### config.mk
export PLATFORM = sky130hd
export DESIGN_NAME = reset_seq_ctrl
export DESIGN_NICKNAME = d
export VERILOG_FILES = /design/src/rtl/reset_seq_ctrl.sv
export SDC_FILE = /design/constraint.sdc
export NUM_CORES = 1
export LEC_CHECK = 0
export ABC_AREA = 1
export CAP_MARGIN = 20
export CELL_PAD_IN_SITES_DETAIL_PLACEMENT = 0
export CELL_PAD_IN_SITES_GLOBAL_PLACEMENT = 1
export CORE_UTILIZATION = 39
export DETAILED_ROUTE_END_ITERATION = 7
export PLACE_DENSITY_LB_ADDON = 0.1
export SLEW_MARGIN = 40
export SYNTH_ARGS = -nofsm -noshare
export SYNTH_HDL_FRONTEND = slang
export SYNTH_SLANG_ARGS = --single-unit
### constraint.sdc
create_clock -name sys_clk -period 1.8 [get_ports sys_clk]
set_clock_uncertainty 0.05 [all_clocks]
set_input_delay 0.18 -clock sys_clk [delete_from_list [all_inputs] [get_ports sys_clk]]
set_output_delay 0.18 -clock sys_clk [all_outputs]
set_load 0.05 [all_outputs]
### src/rtl/reset_seq_ctrl.sv
// Reset sequencer: holds all domain resets, waits for PLL lock, then releases
// domains one at a time in index order and re-asserts on lock loss or software request.
module reset_seq_ctrl #(
  parameter int NUM_DOM  = 4,
  parameter int HOLD_CYC = 8,
  parameter int STEP_CYC = 16,
  parameter int CNT_W    = 8
) (
  input  logic               sys_clk,
  input  logic               sys_rst_n,
  input  logic               pll_lock,
  input  logic               sw_rst_req,
  output logic [NUM_DOM-1:0] dom_rst_n,
  output logic               seq_done,
  output logic [1:0]         rst_cause
);

  localparam int IDX_W = (NUM_DOM > 1) ? $clog2(NUM_DOM) : 1;
  localparam logic [CNT_W-1:0] HOLD_LAST = CNT_W'(HOLD_CYC - 1);
  localparam logic [CNT_W-1:0] STEP_LAST = CNT_W'(STEP_CYC - 1);
  localparam logic [IDX_W-1:0] LAST_IDX  = IDX_W'(NUM_DOM - 1);

  localparam logic [1:0] CAUSE_POR  = 2'b00;
  localparam logic [1:0] CAUSE_LOCK = 2'b01;
  localparam logic [1:0] CAUSE_SW   = 2'b10;

  typedef enum logic [1:0] {
    ST_ASSERT    = 2'b00,
    ST_WAIT_LOCK = 2'b01,
    ST_RELEASE   = 2'b10,
    ST_RUN       = 2'b11
  } state_t;

  state_t               state_r, state_s;
  logic [CNT_W-1:0]     cnt_r, cnt_s;
  logic [IDX_W-1:0]     idx_r, idx_s;
  logic [NUM_DOM-1:0]   dom_rst_n_r, dom_rst_n_s;
  logic                 seq_done_r, seq_done_s;
  logic [1:0]           rst_cause_r, rst_cause_s;

  // Next-state and next-output logic; every output is computed here and registered below.
  always_comb begin
    state_s     = state_r;
    cnt_s       = cnt_r;
    idx_s       = idx_r;
    dom_rst_n_s = dom_rst_n_r;
    seq_done_s  = seq_done_r;
    rst_cause_s = rst_cause_r;

    case (state_r)
      ST_ASSERT: begin
        dom_rst_n_s = {NUM_DOM{1'b0}};
        seq_done_s  = 1'b0;
        if (cnt_r == HOLD_LAST) begin
          state_s = ST_WAIT_LOCK;
          cnt_s   = {CNT_W{1'b0}};
        end else begin
          cnt_s = cnt_r + CNT_W'(1);
        end
      end

      ST_WAIT_LOCK: begin
        if (pll_lock) begin
          state_s = ST_RELEASE;
          cnt_s   = {CNT_W{1'b0}};
          idx_s   = {IDX_W{1'b0}};
        end else begin
          state_s = ST_WAIT_LOCK;
        end
      end

      ST_RELEASE, ST_RUN: begin
        // Lock loss outranks a simultaneous software request.
        if (!pll_lock) begin
          state_s     = ST_ASSERT;
          cnt_s       = {CNT_W{1'b0}};
          dom_rst_n_s = {NUM_DOM{1'b0}};
          seq_done_s  = 1'b0;
          rst_cause_s = CAUSE_LOCK;
        end else if (sw_rst_req) begin
          state_s     = ST_ASSERT;
          cnt_s       = {CNT_W{1'b0}};
          dom_rst_n_s = {NUM_DOM{1'b0}};
          seq_done_s  = 1'b0;
          rst_cause_s = CAUSE_SW;
        end else if (state_r == ST_RELEASE) begin
          if (cnt_r == STEP_LAST) begin
            cnt_s = {CNT_W{1'b0}};
            for (int i = 0; i < NUM_DOM; i++) begin
              dom_rst_n_s[i] = dom_rst_n_r[i] | (idx_r == IDX_W'(i));
            end
            if (idx_r == LAST_IDX) begin
              state_s    = ST_RUN;
              seq_done_s = 1'b1;
            end else begin
              idx_s = idx_r + IDX_W'(1);
            end
          end else begin
            cnt_s = cnt_r + CNT_W'(1);
          end
        end else begin
          state_s = ST_RUN;
        end
      end

      default: begin
        state_s     = ST_ASSERT;
        cnt_s       = {CNT_W{1'b0}};
        idx_s       = {IDX_W{1'b0}};
        dom_rst_n_s = {NUM_DOM{1'b0}};
        seq_done_s  = 1'b0;
      end
    endcase
  end

  // State and output registers with synchronous active-low reset.
  always_ff @(posedge sys_clk) begin
    if (!sys_rst_n) begin
      state_r     <= ST_ASSERT;
      cnt_r       <= {CNT_W{1'b0}};
      idx_r       <= {IDX_W{1'b0}};
      dom_rst_n_r <= {NUM_DOM{1'b0}};
      seq_done_r  <= 1'b0;
      rst_cause_r <= CAUSE_POR;
    end else begin
      state_r     <= state_s;
      cnt_r       <= cnt_s;
      idx_r       <= idx_s;
      dom_rst_n_r <= dom_rst_n_s;
      seq_done_r  <= seq_done_s;
      rst_cause_r <= rst_cause_s;
    end
  end

  assign dom_rst_n = dom_rst_n_r;
  assign seq_done  = seq_done_r;
  assign rst_cause = rst_cause_r;

endmodule

; ---- Word level (Yosys, flattened, before mapping)
; Cells that the tools add are included.
; W data, S select, Z words.
[word_totals]
elab_cells = 79
out_inout_bits = 7
regBits = 19
[op_classes]
n_eq_ne = 21
reduce_logical = 11
add_sub_neg = 2
n_mux = 35
n_bitwise = 4
[ops]
columns = cell, count
row1 = $mux W8, 6
row2 = $mux W2, 15
row3 = $pmux W8 S3, 1
row4 = $mux W4, 4
row5 = $ne A2 B2 Y1 const B, 7
row6 = $ne A4 B4 Y1 const B, 3
row7 = $ne A5 B5 Y1 const B, 2
row8 = $add A8 B1 Y8 const B, 1
row9 = $eq A2 B2 Y1 const B, 4
row10 = $eq A8 B3 Y1 const B, 1
row11 = $eq A8 B4 Y1 const B, 1
row12 = $pmux W4 S2, 1
row13 = $reduce_and A7 Y1, 1
row14 = $pmux W2 S3, 1
row15 = $reduce_and A3 Y1, 2
row16 = $mux W1, 5
row17 = $eq A2 B1 Y1 const B, 2
row18 = $logic_not A2 Y1, 2
row19 = $or A1 B1 Y1, 4
row20 = $pmux W2 S2, 1
row21 = $reduce_and A2 Y1, 2
row22 = $reduce_and A4 Y1, 1
row23 = $reduce_bool A2 Y1, 2
row24 = $add A2 B1 Y2 const B, 1
row25 = other kinds (3), 3

; ---- Longest topological paths before layout
[logic_depth]
depth_word = 7
ltp_mapped = 9
mapped_depth_nobuf = 8

; ---- Worst setup path after synthesis
; Ideal clock, no wire load.
[synth_path]
path_type = reg-to-reg
start = register cnt_r[0]
end = register cnt_r[1]
arrival_ns = 1.169
setup_time_ns = 0.118
path_slack_ns = 0.463
stages_incl_launch_ff = 9
path_buffers = 0
path_cell_list = dfxtp_1 ha_1 nand2_1 inv_1 nand2_1 o21ai_0 nand3_2 nand2_2 nor2_1
[synth_via]
elab_chain_cells = 6
elab_cells_between_ends = 9
classes_between = add/sub (1) / eq/ne (2) / mux (6)
[synth_rtl]
columns = element, line
row1 = from (decl), 35  ; logic [CNT_W-1:0] cnt_r, cnt_s;
row2 = from (signal assigned), 120  ; cnt_r <= {CNT_W{1'b0}};
row3 = from (signal assigned), 127  ; cnt_r <= cnt_s;
row4 = $add A8 B1 Y8 or $eq A8 B4 Y1 (tied branches), "58, 99, 87"
row5 = $mux W8, 87  ; if (cnt_r == STEP_LAST) begin
row6 = $mux W8, 86  ; end else if (state_r == ST_RELEASE) begin
row7 = $mux W8, 80  ; end else if (sw_rst_req) begin
row8 = $mux W8, 74  ; if (!pll_lock) begin
row9 = $pmux W8 S3 (*), 50  ; case (state_r)
; Every way passes the cells marked *; elsewhere a longest branch is shown, timed or not. The select of a mux whose other input is x is not followed.
; A chain may end at the register's enable or synchronous reset.

; ---- Worst setup path after layout
[layout_path]
start = register rst_cause_r[1], in the netlist rst_cause[1]
end = output port rst_cause[1]
[layout_rtl]
columns = element, line
row1 = from (decl), 39  ; logic [1:0] rst_cause_r, rst_cause_s;
row2 = from (signal assigned), 131  ; rst_cause_r <= rst_cause_s;
row3 = to (decl), 15  ; output logic [1:0] rst_cause
; No word-level cell between the ends.

==> impl_metrics.tcl <==
set metrics [dict create \
    clk_path_buf_depth 2 \
    critPathCaptureType "output pin" \
    cts_setup_buffers 0 \
    m1WireLength_um 1020 \
    r2r-start "cnt_r[0]" \
    route.detailed.drc 0 \
    synth_fp_nets 149 \
    period_share_pct 92.2 \
    grtUsageTotal_pct 15.1 \
    whs_ns 0.402 \
    crit_end "rst_cause[1]" \
    drive_gt1_share_pct 12.3 \
    crit_path_max_fanout 2 \
    critPathRequiredTime_ns 1.57 \
    multiInputGateArea_um2 528 \
    r2r_slack_ns 0.27 \
    fin_ws_ns 0.141 \
    fp.dieArea_um2 2800 \
    clock.fmax_mhz 603 \
    hold_buffers 0 \
    hold_viol 0 \
    powerDensity_nw_per_um2 586 \
    wl_per_cell_um 10.3 \
    layout.nets 164 \
    critPathLaunchType "register" \
    pre_cts_slack_ns 0.149 \
    placed_cell_area_um2 1140 \
    fp.dieH_um 52.9 \
    synth-seq-cells 19 \
    fp.dieW_um 52.9 \
    fillers 252 \
    ys_seq_area_share_pct 37.7 \
    synth_top_area_share_pct 37.7 \
    drtAntennaViolNets 0 \
    start_util_pct 41.1 \
    r2r_end "seq_done" \
    dp_cells 180 \
    clkTransAtPathRegs_ns 0.10 \
    dpl.hpwl_um 1440 \
    hold_path.class "reg2reg" \
    synthTopCellsByArea "dfxtp_1, nand2_1, inv_1" \
    final_area_um2 1170 \
    critical_path.startpoint "rst_cause[1]" \
    path_depth 1 \
    syn2layout_area_growth_pct 15.9 \
    layout_common_cells "nand2_1, inv_1, dfxtp_1" \
    avgSynthCellArea_um2 7.21 \
    routed-wl-met2_um 775 \
    slew_headroom_pct 67.0 \
    fp-row-count 18 \
    ff_latch_area_um2 380 \
    htreeDepth 1 \
    worstSetupPathType "reg2out" \
    cap_viol_max_count 0 \
    numCtsBuffers 3 \
    crit_family "buffers and inverters" \
    critPathBufInv 1 \
    fin_cells 184 \
    path_cells "clkdlybuf4s50_1" \
    synth_area_um2 1010 \
    yosys.area.top_type "dfxtp_1" \
    met3_length_um 66 \
    period_minus_slack_ns 1.66 \
    slowest_stage "clkdlybuf4s50_1" \
    worstPathArrival_ns 1.43 \
    core_area_um2 2450 \
    tightest_slew_ns 0.494 \
    drtIter0Drc 23 \
    vias_per_cell 4.79 \
    grt_max_degree 15 \
    antenna_found_initial 0 \
    gr-total-overflow 0 \
    place_congestion 0.841 \
    ir_drop_mv 0.368 \
    root_buffer "clkbuf_4" \
    status "finished clean" \
    vias 881 \
    highest_layer "met4" \
    cts.sink_count 19 \
    final_common_cell "nand2_1" \
    cts_resized 0 \
    ys.warnings.count 0 \
    setup_viol 0 \
    yosysUniqueCellTypes 24 \
    grt_pass1_wl_um 3080 \
    antenna_cells 0 \
    rsz0062_at_grt "false" \
    grt_pass1_vias 728 \
    reg2reg_depth 7 \
    io_pins 11 \
    io_buffers 10 \
    cts_tree "built" \
    fin_tns_setup_ns 0 \
    dr.pass1.iters 4 \
    routed_wl_um 1890 \
    critical_path.max_stage_delay_ns 0.80 \
    clk_latency_ns 0.29 \
    leakage_nw 0.462 \
    syn-instance-count 140 \
    slew_violations 0 \
]
-- cells by family (layout without fill, tap and decap cells) --
| logic type | after synthesis | count (layout) | share of synthesized area [%] |
|---|---|---|---|
| and+or+nand+nor | 69 | 69 | 33.1 |
| buffers and inverters | 25 | 39 | 10.0 |
| AOI/OAI and AO/OA | 22 | 22 | 13.0 |
| DFF | 19 | 19 | 37.7 |
| adders and majority gates | 5 | 5 | 6.20 |
-- report_power, final --
part	internal, mW	switching, mW	leakage, nW
logic	0.0182	0.0267	0.293
registers	0.428	0.00600	0.154
clock network	0.0861	0.121	0.0150
-- cell usage after synthesis --
cell type / count
dfxtp_1: 19
or2_2: 1
a21oi_1: 11
ha_1: 5
nand3_2: 2
inv_2: 1
nor2_2: 1
nand3b_1: 1
nand3_4: 1
o21ai_2: 1
nand3_1: 10
o21bai_1: 1
nand4_1: 4
o21ai_1: 1
and2_1: 1
nor3_1: 2
nand2_2: 4
buf_6: 1
inv_1: 23
a21oi_2: 4
or2_0: 1
o21ai_0: 4
nor2_1: 16
nand2_1: 25
-- layer usage --
layer,up-vias,GRT usage (%)
met5,-,0
met4,0,6.58
met3,5,2.59
met2,17,21.3
met1,384,22.2
li1,475,-
-- per-stage QoR --
stage	utilization [%]	power, mW
floorplan	-	0.471
global placement	46.6	0.488
detailed placement	46.6	0.488
CTS	47.7	0.699
global route	47.7	0.719
finish	47.7	0.686
-- worst min-delay path: stages (launching register included) --
cell and delay, ns:
dfxtp_1 0.32, inv_1 0.04, a21oi_1 0.05
-- worst min-delay path by stage --
stage	startpoint	endpoint	cells after the start
after floorplan	sys_rst_n	idx_r[0]	2
after global placement	dom_rst_n[3]	dom_rst_n[3]	2
after detailed placement	dom_rst_n[2]	dom_rst_n[2]	2
after CTS	dom_rst_n[2]	dom_rst_n[2]	2
after global routing	dom_rst_n[2]	dom_rst_n[2]	2
final	dom_rst_n[1]	dom_rst_n[1]	2
-- state kept, by name, indices dropped and copies added, names as in the netlist --
signal and flops:
seq_done 1, state_r 2, dom_rst_n 4, idx_r 2, cnt_r 8, rst_cause 2
-- area by class of cell --
type	count	area share, %
sequential	19	32.5
timing repair buffer	11	9.20
inverter	24	7.70
tap	30	3.21
multi-input combinational	96	45.1
clock buffer	4	2.25
(Power assumes the default switching activity.)
==> RTL change, RTL diff (config.mk and constraints unchanged) <==
The parameter `CNT_W` goes from 8 to 6.
--- a/src/rtl/reset_seq_ctrl.sv
+++ b/src/rtl/reset_seq_ctrl.sv
@@ -4,7 +4,7 @@
   parameter int NUM_DOM  = 4,
   parameter int HOLD_CYC = 8,
   parameter int STEP_CYC = 16,
-  parameter int CNT_W    = 8
+  parameter int CNT_W    = 6
 ) (
   input  logic               sys_clk,
   input  logic               sys_rst_n,
Function: same outputs for any inputs over 10 cycles, from zero or initial values and one cycle with sys_rst_n low; that may be too few to reach the edited logic, so the function may still have changed.
==> RTL change against the original RTL <==
Maximum frequency is 0.95% lower; combinational power is 39% higher; cell area is 2.9% lower; critical path depth stayed put; power is 2.5% lower; routed wire length is 2.6% higher; sequential cell count is 2 lower; area after synthesis is 3.2% lower; setup slack worse by 16 ps; largest power group unchanged; highest routed layer unchanged.
==> RTL change: results (changes against the original RTL) <==
status: complete, no violations (unchanged)
Final nets: 149 (was 164)
actual slew at the worst max-slew pin: 489.9 ps (was 493.6 ps)
dpl hpwl: 1500 um (was 1435 um)
top post-synthesis cells by count: nand2_1, dfxtp_1, inv_1 (was nand2_1, inv_1, dfxtp_1)
P_leak: 0.4572 nW (was 0.4618 nW)
RePlAce Congestion: 0.8068 (was 0.8410)
Final Routed Wirelength: 1935 um (was 1886 um)
post-synth net total: 134 (was 149)
Bufs on Longest Clock Path: 2 (unchanged)
asr flop ratio synth: 0 (unchanged)
first-pass GRT wire length: 3560 um (was 3084 um)
vias in the first global route: 787 (was 728)
main area contributors after synthesis: dfxtp_1, nand2_1, inv_1 (unchanged)
Mapped Area: 977.2 um2 (was 0.001010 mm2)
Worst VDD drop: 0.3243 mV (was 0.3676 mV)
initial antenna violation count: 0 (unchanged)
worst hold path type: flip-flop to flip-flop (unchanged)
sequential fraction of the synthesis area: 0.3483 (was 0.3767)
share of layout cells above drive strength 1: 0.2014 (was 0.1234)
fillers: 233 (was 252)
Initial DRC Count: 14 (was 23)
largest net degree at the start of global routing: 11 (was 15)
number of flip-flops in the largest register: 6 (was 8)
WP data arrival: 1450 ps (was 1430 ps)
Overall Global Routing Usage: 0.1790 (was 0.1514)
cells after synthesis: 125 (was 140)
[RTL change: changes by cell type in the layout (fill, tap and decap cells not counted), sizes merged, moves of 2 or more]
cell   change
a21oi      -3
dfxtp      -2
nand2      -3
nand3      -5
nand4      +2
nor2       +4
o21ai      -4
or2        -2
xor2       +2
[RTL change: cell families after synthesis]
family                   synth area share
flip-flops                         0.3483
XOR/XNOR                          0.01793
adder cells (fa/ha/maj)           0.06402
buffers and inverters              0.1101
AO/OA/AOI/OAI                     0.07810
AND/OR/NAND/NOR                    0.3816
[RTL change: layout make-up]
class	count	area [um2]	share of cell area
Clock inverter	1	5.005	0.004405
Sequential cell	17	340.3	0.2996
Tap cell	28	35.03	0.03084
Timing Repair Buffer	11	107.6	0.09471
Clock buffer	3	22.52	0.01982
Multi-Input combinational cell	84	529.3	0.4659
Inverter	23	96.34	0.08480
[RTL change: power by group]
part           switching (mW)  internal [mW]  total [mW]
combinational          0.0356         0.0266      0.0622
sequential            0.00885          0.385       0.394
clock                   0.130         0.0827       0.213
[RTL change: metrics by stage]
stage                     instance area, um2  setup WS [ps]  hold WS, ps  instances    util
after floorplan                        977.2          431.9        252.7        125       -
after global placement                  1109          221.5        386.3        163  0.4871
after detailed placement                1109          186.1        393.7        163  0.4871
after CTS                               1136          108.6        411.2        167  0.4992
after global routing                    1136          60.20        420.3        167  0.4992
final                                   1136          124.9        404.8        167  0.4992
[RTL change: routing by layer]
metal,track usage,vias up,wire length [um]
met4,0.06306,0,13
met5,0,-,0
met1,0.2274,376,942
met3,0.05263,2,78
li1,-,424,-
met2,0.2842,20,900
[RTL change: path summary, 6_finish.rpt]
| check | from | endpoint | slack, ps | depth (start not counted) |
|---|---|---|---|---|
| hold reg to reg | dom_rst_n[0] | dom_rst_n[0] | 400 | 2 |
| hold / removal | dom_rst_n[0] | dom_rst_n[0] | 400 | 2 |
| setup / recovery | dom_rst_n[3] | dom_rst_n[3] | 120 | 1 |
| setup reg to reg | cnt_r[0] | cnt_r[0] | 220 | 8 |
